**src/rtl/ham_info_if.sv**
```systemverilog
// ============================================================================
// Module      : ham_info_if
// Description : Valid/ready handshake carrying 12-bit Hamming info words.
// Revision    : 1.0 - initial release
// ============================================================================
`default_nettype none

interface ham_info_if;
  logic        info_valid;
  logic        info_ready;
  logic [11:0] info_bits;

  modport master (
    output info_valid,
    output info_bits,
    input  info_ready
  );

  modport slave (
    input  info_valid,
    input  info_bits,
    output info_ready
  );
endinterface

`default_nettype wire

```
**src/rtl/ham_info_src.sv**
```systemverilog
// ============================================================================
// Module      : ham_info_src
// Description : Pseudo-random 12-bit info-word source (x^12+x^6+x^4+x+1 LFSR)
//               that sends NUM_WORDS words per run over a valid/ready link.
// Revision    : 1.0 - initial release
// ============================================================================
`default_nettype none

module ham_info_src #(
  parameter logic [11:0] SEED      = 12'hACE,
  parameter int          NUM_WORDS = 16
) (
  input  wire logic        clk,
  input  wire logic        rst_n,
  input  wire logic        start,
  input  wire logic        stop,
  input  wire logic        seed_load,
  input  wire logic [11:0] seed_in,
  ham_info_if.master       info,
  output      logic [15:0] word_cnt,
  output      logic        busy,
  output      logic        done
);

  localparam logic [1:0] ST_IDLE = 2'd0;
  localparam logic [1:0] ST_RUN  = 2'd1;
  localparam logic [1:0] ST_DONE = 2'd2;

  // NUM_WORDS of zero means a continuous run; the last-count compare is then unused.
  localparam bit          C_COUNTED  = (NUM_WORDS != 0);
  localparam logic [15:0] C_LAST_CNT = 16'(NUM_WORDS - 1);

  logic [1:0]  state_q,    state_d;
  logic [11:0] lfsr_q,     lfsr_d;
  logic [15:0] word_cnt_q, word_cnt_d;

  logic        transfer;
  logic        last_word;
  logic        fb;
  logic [11:0] lfsr_step;
  logic [11:0] seed_val;

  assign transfer  = (state_q == ST_RUN) && info.info_ready;
  assign last_word = C_COUNTED && (word_cnt_q == C_LAST_CNT);
  assign fb        = lfsr_q[11] ^ lfsr_q[5] ^ lfsr_q[3] ^ lfsr_q[0];
  assign lfsr_step = {lfsr_q[10:0], fb};
  assign seed_val  = (seed_in == 12'd0) ? SEED : seed_in;

  always_ff @(posedge clk or negedge rst_n) begin
    if (!rst_n) begin
      state_q    <= ST_IDLE;
      lfsr_q     <= SEED;
      word_cnt_q <= 16'd0;
    end else begin
      state_q    <= state_d;
      lfsr_q     <= lfsr_d;
      word_cnt_q <= word_cnt_d;
    end
  end

  // stop outranks everything; a transfer on the same edge still completes below.
  always_comb begin
    state_d = state_q;
    if (stop) begin
      state_d = ST_IDLE;
    end else begin
      case (state_q)
        ST_IDLE: if (start) state_d = ST_RUN;
        ST_RUN:  if (transfer && last_word) state_d = ST_DONE;
        ST_DONE: if (start) state_d = ST_RUN;
        default: state_d = ST_IDLE;
      endcase
    end
  end

  always_comb begin
    lfsr_d = lfsr_q;
    if (transfer) begin
      lfsr_d = lfsr_step;
    end else if ((state_q == ST_IDLE) && seed_load) begin
      lfsr_d = seed_val;
    end
  end

  always_comb begin
    word_cnt_d = word_cnt_q;
    if (transfer) begin
      word_cnt_d = word_cnt_q + 16'd1;
    end else if ((state_q != ST_RUN) && start && !stop) begin
      word_cnt_d = 16'd0;
    end
  end

  always_comb begin
    info.info_valid = 1'b0;
    busy            = 1'b0;
    done            = 1'b0;
    case (state_q)
      ST_RUN: begin
        info.info_valid = 1'b1;
        busy            = 1'b1;
      end
      ST_DONE: done = 1'b1;
      default: ;
    endcase
  end

  assign info.info_bits = lfsr_q;
  assign word_cnt       = word_cnt_q;

endmodule

`default_nettype wire

```
**src/flat_wrapper.sv**
```systemverilog
// flat-port wrapper written by rule: the top's interface ports become plain ports
module ham_info_src_flat 
#(
  parameter logic [11:0] SEED      = 12'hACE,
  parameter int          NUM_WORDS = 16
)
  (clk, rst_n, start, stop, seed_load, seed_in, word_cnt, busy, done, info_info_valid, info_info_bits, info_info_ready);
  ham_info_if info_i ();
  input  wire logic clk;
  input  wire logic rst_n;
  input  wire logic start;
  input  wire logic stop;
  input  wire logic seed_load;
  input  wire logic [11:0] seed_in;
  output      logic [15:0] word_cnt;
  output      logic busy;
  output      logic done;
  output wire logic [$bits(info_i.info_valid)-1:0] info_info_valid;
  output wire logic [$bits(info_i.info_bits)-1:0] info_info_bits;
  input wire logic [$bits(info_i.info_ready)-1:0] info_info_ready;
  assign info_info_valid = info_i.info_valid;
  assign info_info_bits = info_i.info_bits;
  assign info_i.info_ready = info_info_ready;
  ham_info_src #(.SEED(SEED), .NUM_WORDS(NUM_WORDS)) u_core (.clk(clk), .rst_n(rst_n), .start(start), .stop(stop), .seed_load(seed_load), .seed_in(seed_in), .info(info_i), .word_cnt(word_cnt), .busy(busy), .done(done));
endmodule
```
**config.mk**
```make
export PLATFORM = sky130hd
export DESIGN_NAME = ham_info_src_flat
export DESIGN_NICKNAME = d
export VERILOG_FILES = /design/src/rtl/ham_info_if.sv /design/src/rtl/ham_info_src.sv /design/src/flat_wrapper.sv
export SDC_FILE = /design/constraint.sdc
export NUM_CORES = 1
export LEC_CHECK = 0
export CAP_MARGIN = 20
export CELL_PAD_IN_SITES_DETAIL_PLACEMENT = 0
export CELL_PAD_IN_SITES_GLOBAL_PLACEMENT = 1
export CORE_UTILIZATION = 33
export CTS_CLUSTER_SIZE = 20
export DETAILED_ROUTE_END_ITERATION = 8
export GPL_ROUTABILITY_DRIVEN = 0
export GPL_TIMING_DRIVEN = 0
export PLACE_DENSITY = 0.79
export SYNTH_ARGS = -nofsm -noshare
export SYNTH_HDL_FRONTEND = slang
export SYNTH_SLANG_ARGS = --single-unit
```
**constraint.sdc**
```tcl
create_clock -name clk -period 1.97 [get_ports clk]
set_clock_uncertainty 0.15 [all_clocks]
set_input_delay 0.394 -clock clk [delete_from_list [all_inputs] [get_ports clk]]
set_output_delay 0.394 -clock clk [all_outputs]
set_load 0.1 [all_outputs]
```
Word-level counts from Yosys, hierarchy flattened
Cells that the tools add are included.
{ "totals": {"output_inout_bits": 31, "register_bits": 30, "wordCells": 36} }
{ "classes": {"add_sub_neg": 1, "bitwise_logic": 3, "n_reduce_logical": 12, "n_mux": 11, "eq_ne": 6} }
{ "op_table": {"columns": ["operator", "count"], "rows": [
  ["12-bit two-way mux", 3],
  ["16-bit two-way mux", 2],
  ["16-bit by 1-bit adder with 16-bit output, second input constant", 1],
  ["16-bit by 4-bit equality test with 1-bit output, second input constant", 1],
  ["12-bit logical NOT", 1],
  ["2-bit two-way mux", 3],
  ["1-bit logical AND", 5],
  ["2-bit case mux with 2 select lines", 1],
  ["2-bit nonzero test", 2],
  ["3-bit by 1-bit != test with 1-bit output, second input constant", 1],
  ["3-bit != test, second input constant", 1],
  ["1-bit bitwise XOR", 3],
  ["2-bit by 1-bit equality test with 1-bit output, second input constant", 1],
  ["2-bit equality test, second input constant", 1],
  ["2-bit logical NOT", 1],
  ["1-bit two-way mux", 2],
  ["2-bit by 1-bit != test with 1-bit output, second input constant", 1],
  ["2-bit AND reduction", 1],
  ["2-bit OR reduction", 1],
  ["1-bit logical NOT", 1]
]} }

Longest topological paths before layout
Gate-level depths: netlist (run 1).
{ "depth": {"word_depth": 6, "depth_mapped": 5, "depth_no_buf": 5} }

Worst setup path before layout (run 1)
OpenSTA, ideal clock, no wires.
{ "synth_timing": {"kind": "reg2out", "startpoint": "reg u_core.state_q[0]", "endpoint": "out done", "slack_ns": -0.396, "path_stages_with_launch": 2, "arrival_time_ns": 1.822, "n_path_buf": 0, "path_cell_list": "dfrtp_1 > nor2b_1"} }
{ "synth_between": {"elab_chain_cells": 2} }
{ "synth_rtl": {"columns": ["item", "line_no", "source"], "rows": [
  ["from (decl)", "ham_info_src.sv:33", "logic [1:0] state_q, state_d;"],
  ["from (signal assigned)", "ham_info_src.sv:55", "state_q <= state_d;"],
  ["2-bit equality test", "ham_info_src.sv:98", "case (state_q)"],
  ["1-bit two-way mux", "ham_info_src.sv:98", null],
  ["to (decl)", "flat_wrapper.sv:17", "output logic done;"]
]} }
No other way between the ends.

Worst setup path after layout (run 1)
{ "layout_timing": {"startpoint": "reg u_core.lfsr_q[11], in the netlist u_core.info.info_bits[11]", "endpoint": "out info_info_bits[11]"} }
{ "layout_lines": {"columns": ["item", "line_no", "source"], "rows": [
  ["from (decl)", "ham_info_src.sv:34", "logic [11:0] lfsr_q, lfsr_d;"],
  ["from (signal assigned)", "ham_info_src.sv:56", "lfsr_q <= lfsr_d;"],
  ["to (decl)", "flat_wrapper.sv:19", "output wire logic [$bits(info_i.info_bits)-1:0] info_info_bits;"]
]} }
No word-level cell between the ends.

==> results.txt, run 1 <==
Library cells used by synthesis - 39
Avg Cell Area, Syn - 9.52 um2
Period utilisation layout - 98.1%
CP max-delay cell - clkdlybuf4s15_2
Total Routing Usage GR - 16.5%
Yosys top cell by area - dfrtp_1
Fraction of layout cells with a size suffix above 1 - 31.8%
RSZ-0062 raised after global routing - false
CTS max path bufs - 2
Least-Margin Pin Slew - 0.666 ns
Placed Area - 2180 um2
Drt via density - 5.33
Setup TNS - 0 ns
Top-area cell type share of the netlist area - 36.2%
Pin count of the biggest net entering global routing - 31
Mapped Nets - 186
Die Span Y - 71.4 um
Die area - 5100 um2
Initial Util - 35.3%
Max_cap viols - 0
Number of flops mapped to enable cells by yosys - 0
Ports - 49
Hold bufs inserted after CTS - 0
Leakage - 0.964 nW
Synth Warn # - 0
Post-CTS Setup Inserts - 0
Worst vdd ir - 407 uV
Total CTS buffers - 5
DP HPWL - 2990 um
Worst Setup Start Kind - flop
Register-to-register setup slack - 0.17 ns
Grt ovf - 0
Htree depth - 2
Post-DRT Antenna Nets - 0
Main flop type after synthesis - dfrtp_1
Crit-path max cell delay - 0.57 ns
Final min period - 1.93 ns
Crit path DAT - 1.39 ns
CP Capture Type - output port
Tightest Hold Check Type - in2async
DRT Wirelength - 3990 um
Worst-path clk slew - 0.07 ns
Critical path, cell by cell - clkdlybuf4s15_2
Antenna violations before repair - 0
Ys async rst share - 100%
Hold Slack - -0.00574 ns
WS Path Type - reg2out
N_diodes - 0
FF-to-FF Start - u_core.state_q[0]
Cell family with most CP delay - buffers and inverters
Router iterations before antenna repair - 4
Slew Viols, Final - 0
Reg2Reg Capture Point - u_core.info.info_bits[0]
Crit-path max FO - 3
Final Cell Area - 2300 um2
Vias in the first global route - 1320
Cell Count Post-Placement - 267
Clock Root Buffer - clkbuf_8
Row cnt - 24
Failing checks - negative hold slack
Synthesized flop and latch total - 30
Core area - 4500 um2
CTS tree - yes
Required time of the critical path - 1.43 ns
Path depth of the worst reg2reg path - 5
First-pass GRT wire length - 6430 um
Vias - 1466
Commonest non-fill, non-tap cell in the layout - nand2_1
Commonest non-fill, non-tap cells in the layout - 31 x nand2_1, 27 x clkdlybuf4s15_2, 16 x clkdlybuf4s50_1
Pwr dens - 964 nW/um2
Max frequency - 517 MHz
Slew HR - 55.6%
Tot Pwr - 2.21 mW
Final setup viols - 0
Buf/Inv on CP - 1
Latest clock arrival within the worst-skew pair - 0.28 ns
Final Hold Viols - 8
Outcome - finished with violations
Cell Area, Synth - 1590 um2
Util after Layout - 51.0%
DR WL/cell - 14.5 um
Area delta synth->final - 44.5%
Die Width - 71.4 um
Synth area leaders - dfrtp_1 36%, dfstp_2 12%, nand2_1 7.3%
1st-iter DRT viols - 106
Port Buf Inserts - 48
Fin nets - 241
Cell Count, Final, Fillers Out - 275
DRC violations left - 0
Clk sinks - 30
Mapped Cells - 167
Sequential area share after synthesis - 47.8%
[worst max-delay path by stage]
| stage | from | end | slack [ns] | depth (start not counted) |
|---|---|---|---|---|
| 5_1_grt | u_core.info.info_bits[11] | info_info_bits[11] | 0.001 | 1 |
| 4_1_cts | u_core.info.info_bits[3] | info_info_bits[3] | 0.007 | 1 |
| 2_1_floorplan | u_core.state_q[0] | info_info_valid | 0.03 | 3 |
| 6_report | u_core.info.info_bits[11] | info_info_bits[11] | 0.04 | 1 |
| 3_5_place_dp | u_core.state_q[0] | info_info_valid | -0.53 | 4 |
| 3_3_place_gp | u_core.state_q[0] | info_info_valid | -0.54 | 4 |
[Yosys cell counts, drive strengths merged, types with 2 or more instances]
library cell	n
a21oi	7
a22oi	4
a31oi	6
and3	3
and4	2
buf	6
dfrtp	23
dfstp	7
inv	3
mux2i	7
nand2	31
nand2b	2
nand3	7
nand4	7
nor2	15
nor4	6
o21ai	8
o22ai	5
[layout make-up]
class,instances,area [um2]
multi-input cells,127,796
flip-flops and latches,30,781
repair buffers,48,509
clock buffers,8,80.1
inverters,3,15.0
plain buffers,7,51.3
fillers,443,2210
well taps,52,65.1
[flip-flops by register name, indices dropped and copies added, names as in the netlist]
register	flops
u_core.info.info_bits	12
u_core.word_cnt	16
u_core.state_q	2
[per-layer routing]
layer | vias up | GRT usage [%] | wire [um]
li1 | 728 | - | -
met1 | 701 | 22.1 | 1850
met2 | 33 | 25.2 | 1950
met3 | 4 | 4.64 | 141
met4 | 0 | 6.67 | 44
met5 | - | 0 | 0
[repair_timing]
| action | in CTS | in global routing |
|---|---|---|
| cloned | 0 | 0 |
| endpoints found under the hold margin | 0 | 0 |
| endpoints found under the setup margin | 31 | 3 |
| resized for setup | 101 | 3 |
[cells by family after synthesis]
logic type	synth area share (%)
mux	4.41
fa+ha+maj	0.787
xor+xnor	1.10
flops	47.8
simple gates	27.1
buf+inv	3.15
compound gates	15.7
[stage by stage]
step	setup slack, ns	hold slack, ns
after CTS	0.00711	0.0190
after floorplan	0.0299	-0.0516
after global placement	-0.536	0.338
final	0.0370	-0.00574
after global routing	0.00110	0.0421
after detailed placement	-0.531	0.323
[where the power goes]
group / internal, mW / leakage (nW) / switching (mW)
sequential: 0.719 / 0.363 / 0.0806
clock: 0.250 / 0.0395 / 0.216
combinational: 0.228 / 0.561 / 0.719
(Power assumes the default switching activity.)
==> run 2, diff against run 1 <==
--- a/config.mk
+++ b/config.mk
@@ -8,12 +8,13 @@
 export CAP_MARGIN = 20
 export CELL_PAD_IN_SITES_DETAIL_PLACEMENT = 0
 export CELL_PAD_IN_SITES_GLOBAL_PLACEMENT = 1
-export CORE_UTILIZATION = 33
+export CORE_UTILIZATION = 34
 export CTS_CLUSTER_SIZE = 20
 export DETAILED_ROUTE_END_ITERATION = 8
 export GPL_ROUTABILITY_DRIVEN = 0
 export GPL_TIMING_DRIVEN = 0
-export PLACE_DENSITY = 0.79
+export PLACE_DENSITY = 0.81
 export SYNTH_ARGS = -nofsm -noshare
 export SYNTH_HDL_FRONTEND = slang
 export SYNTH_SLANG_ARGS = --single-unit
+export TNS_END_PERCENT = 100
==> results.txt, run 2 (synthesis gave the netlist of run 1 again) <==
Cell Count Post-Placement - 268
1st-iter DRT viols - 106
Die Span Y - 70.4 um
FF-to-FF Start - u_core.word_cnt[0]
Post-CTS Setup Inserts - 0
Slew Viols, Final - 0
Crit path DAT - 1.40 ns
Area delta synth->final - 48.3%
Leakage - 0.995 nW
Max FFs per register - 16
Final min period - 1.94 ns
Router iterations before antenna repair - 4
Latest clock arrival within the worst-skew pair - 0.29 ns
Pin count of the biggest net entering global routing - 18
Buf/Inv on CP - 1
Least-Margin Pin Slew - 0.711 ns
DP HPWL - 3060 um
Cell family with most CP delay - buffers and inverters
DR WL/cell - 14.7 um
Port Buf Inserts - 48
Critical path, cell by cell - clkdlybuf4s15_2
CP max-delay cell - clkdlybuf4s15_2
Outcome - finished clean
Vias - 1474
Die area - 4950 um2
Hold Slack - 0.350 ns
Die Width - 70.4 um
Core area - 4410 um2
Crit-path max FO - 3
Vias in the first global route - 1361
First-pass GRT wire length - 6780 um
CP Capture Point - info_info_bits[11]
CTS max path bufs - 2
Logic depth of the worst path, buffers included - 1
Reg2Reg Capture Point - u_core.word_cnt[8]
DRT Wirelength - 4060 um
Placed Area - 2210 um2
RSZ-0062 raised after global routing - false
Final Cell Area - 2360 um2
Row cnt - 24
Worst Setup Start Kind - flop
Worst-path clk slew - 0.07 ns
Clk sinks - 30
Initial Util - 36.0%
Max frequency - 515 MHz
WS Path Type - reg2out
Crit-path max cell delay - 0.57 ns
Period utilisation layout - 98.6%
Slew HR - 52.5%
Commonest non-fill, non-tap cells in the layout - 31 x nand2_1, 27 x clkdlybuf4s15_2, 17 x clkdlybuf4s50_1
Fraction of layout cells with a size suffix above 1 - 33.0%
Ports - 49
Worst vdd ir - 399 uV
Required time of the critical path - 1.43 ns
Total Routing Usage GR - 17.5%
Htree depth - 2
Setup TNS - 0 ns
Total CTS buffers - 5
Drt via density - 5.34
Grt ovf - 0
Util after Layout - 53.4%
Max_cap viols - 0
Tightest Hold Check Type - reg2reg
Post-DRT Antenna Nets - 0
DRC violations left - 0
Register-to-register setup slack - 0.18 ns
Pwr dens - 1000 nW/um2
CP Capture Type - output port
Antenna violations before repair - 0
Fin nets - 242
Final setup viols - 0
Cell Count, Final, Fillers Out - 276
Clock Root Buffer - clkbuf_8
Final Hold Viols - 0
CTS tree - yes
Worst Setup SP - u_core.info.info_bits[11]
Fill cells - 435
Commonest non-fill, non-tap cell in the layout - nand2_1
Hold bufs inserted after CTS - 0
Path depth of the worst reg2reg path - 5
N_diodes - 0
==> run 2: cell count changes in the layout (fill, tap and decap cells not counted), sizes merged <==
cell / before / now
bufinv: 0 / 1
clkbuf: 10 / 7
clkdlybuf4s50: 16 / 17
clkinv: 0 / 2
==> run 2: repair_timing <==
item	4_1_cts	5_1_grt
endpoints found under the setup margin	31	2
resized for setup	102	3
endpoints found under the hold margin	0	0
pin swaps	0	0
==> run 2: report_power, final <==
| part | total, mW | leakage [nW] | switching, mW | internal, mW |
|---|---|---|---|---|
| Clock | 0.612 | 0.0579 | 0.241 | 0.372 |
| Combinational | 0.955 | 0.574 | 0.720 | 0.235 |
| Sequential | 0.800 | 0.363 | 0.0807 | 0.719 |
==> run 2: metal layers <==
layer	vias up	part of all wire, %	GRT usage (%)
met5	-	0	0
met4	0	1.4	5.33
met3	5	3.8	4.04
met2	30	47	27.2
met1	715	48	24.0
li1	724	-	-
==> run 2: worst min path at each step <==
stage / from / end / slack (ns) / cells past startpoint
after floorplan: rst_n / u_core.info.info_bits[0] / -0.05 / 0
after global placement: u_core.info.info_bits[4] / u_core.info.info_bits[4] / 0.33 / 2
after detailed placement: u_core.info.info_bits[10] / u_core.info.info_bits[10] / 0.34 / 2
after CTS: u_core.info.info_bits[1] / u_core.info.info_bits[1] / 0.35 / 2
after global routing: u_core.info.info_bits[1] / u_core.info.info_bits[1] / 0.38 / 2
final: u_core.info.info_bits[1] / u_core.info.info_bits[1] / 0.35 / 2
==> run 2: final cells by class <==
type | count | area (um2) | share of cell area, %
flip-flops and latches | 30 | 781 | 33.1
plain buffers | 7 | 51.3 | 2.18
clock buffers | 5 | 68.8 | 2.92
repair buffers | 49 | 542 | 23.0
inverters | 3 | 15.0 | 0.637
multi-input cells | 127 | 796 | 33.7
well taps | 52 | 65.1 | 2.76
clock inverters | 3 | 40.0 | 1.70
==> run 2: per-stage QoR <==
step / worst slack (ns) / total power [mW]
finish: 0.0272 / 2.37
global route: 0.00192 / 2.48
CTS: 0.00660 / 2.39
detailed placement: -0.528 / 1.79
global placement: -0.525 / 1.77
floorplan: 0.0299 / 1.53
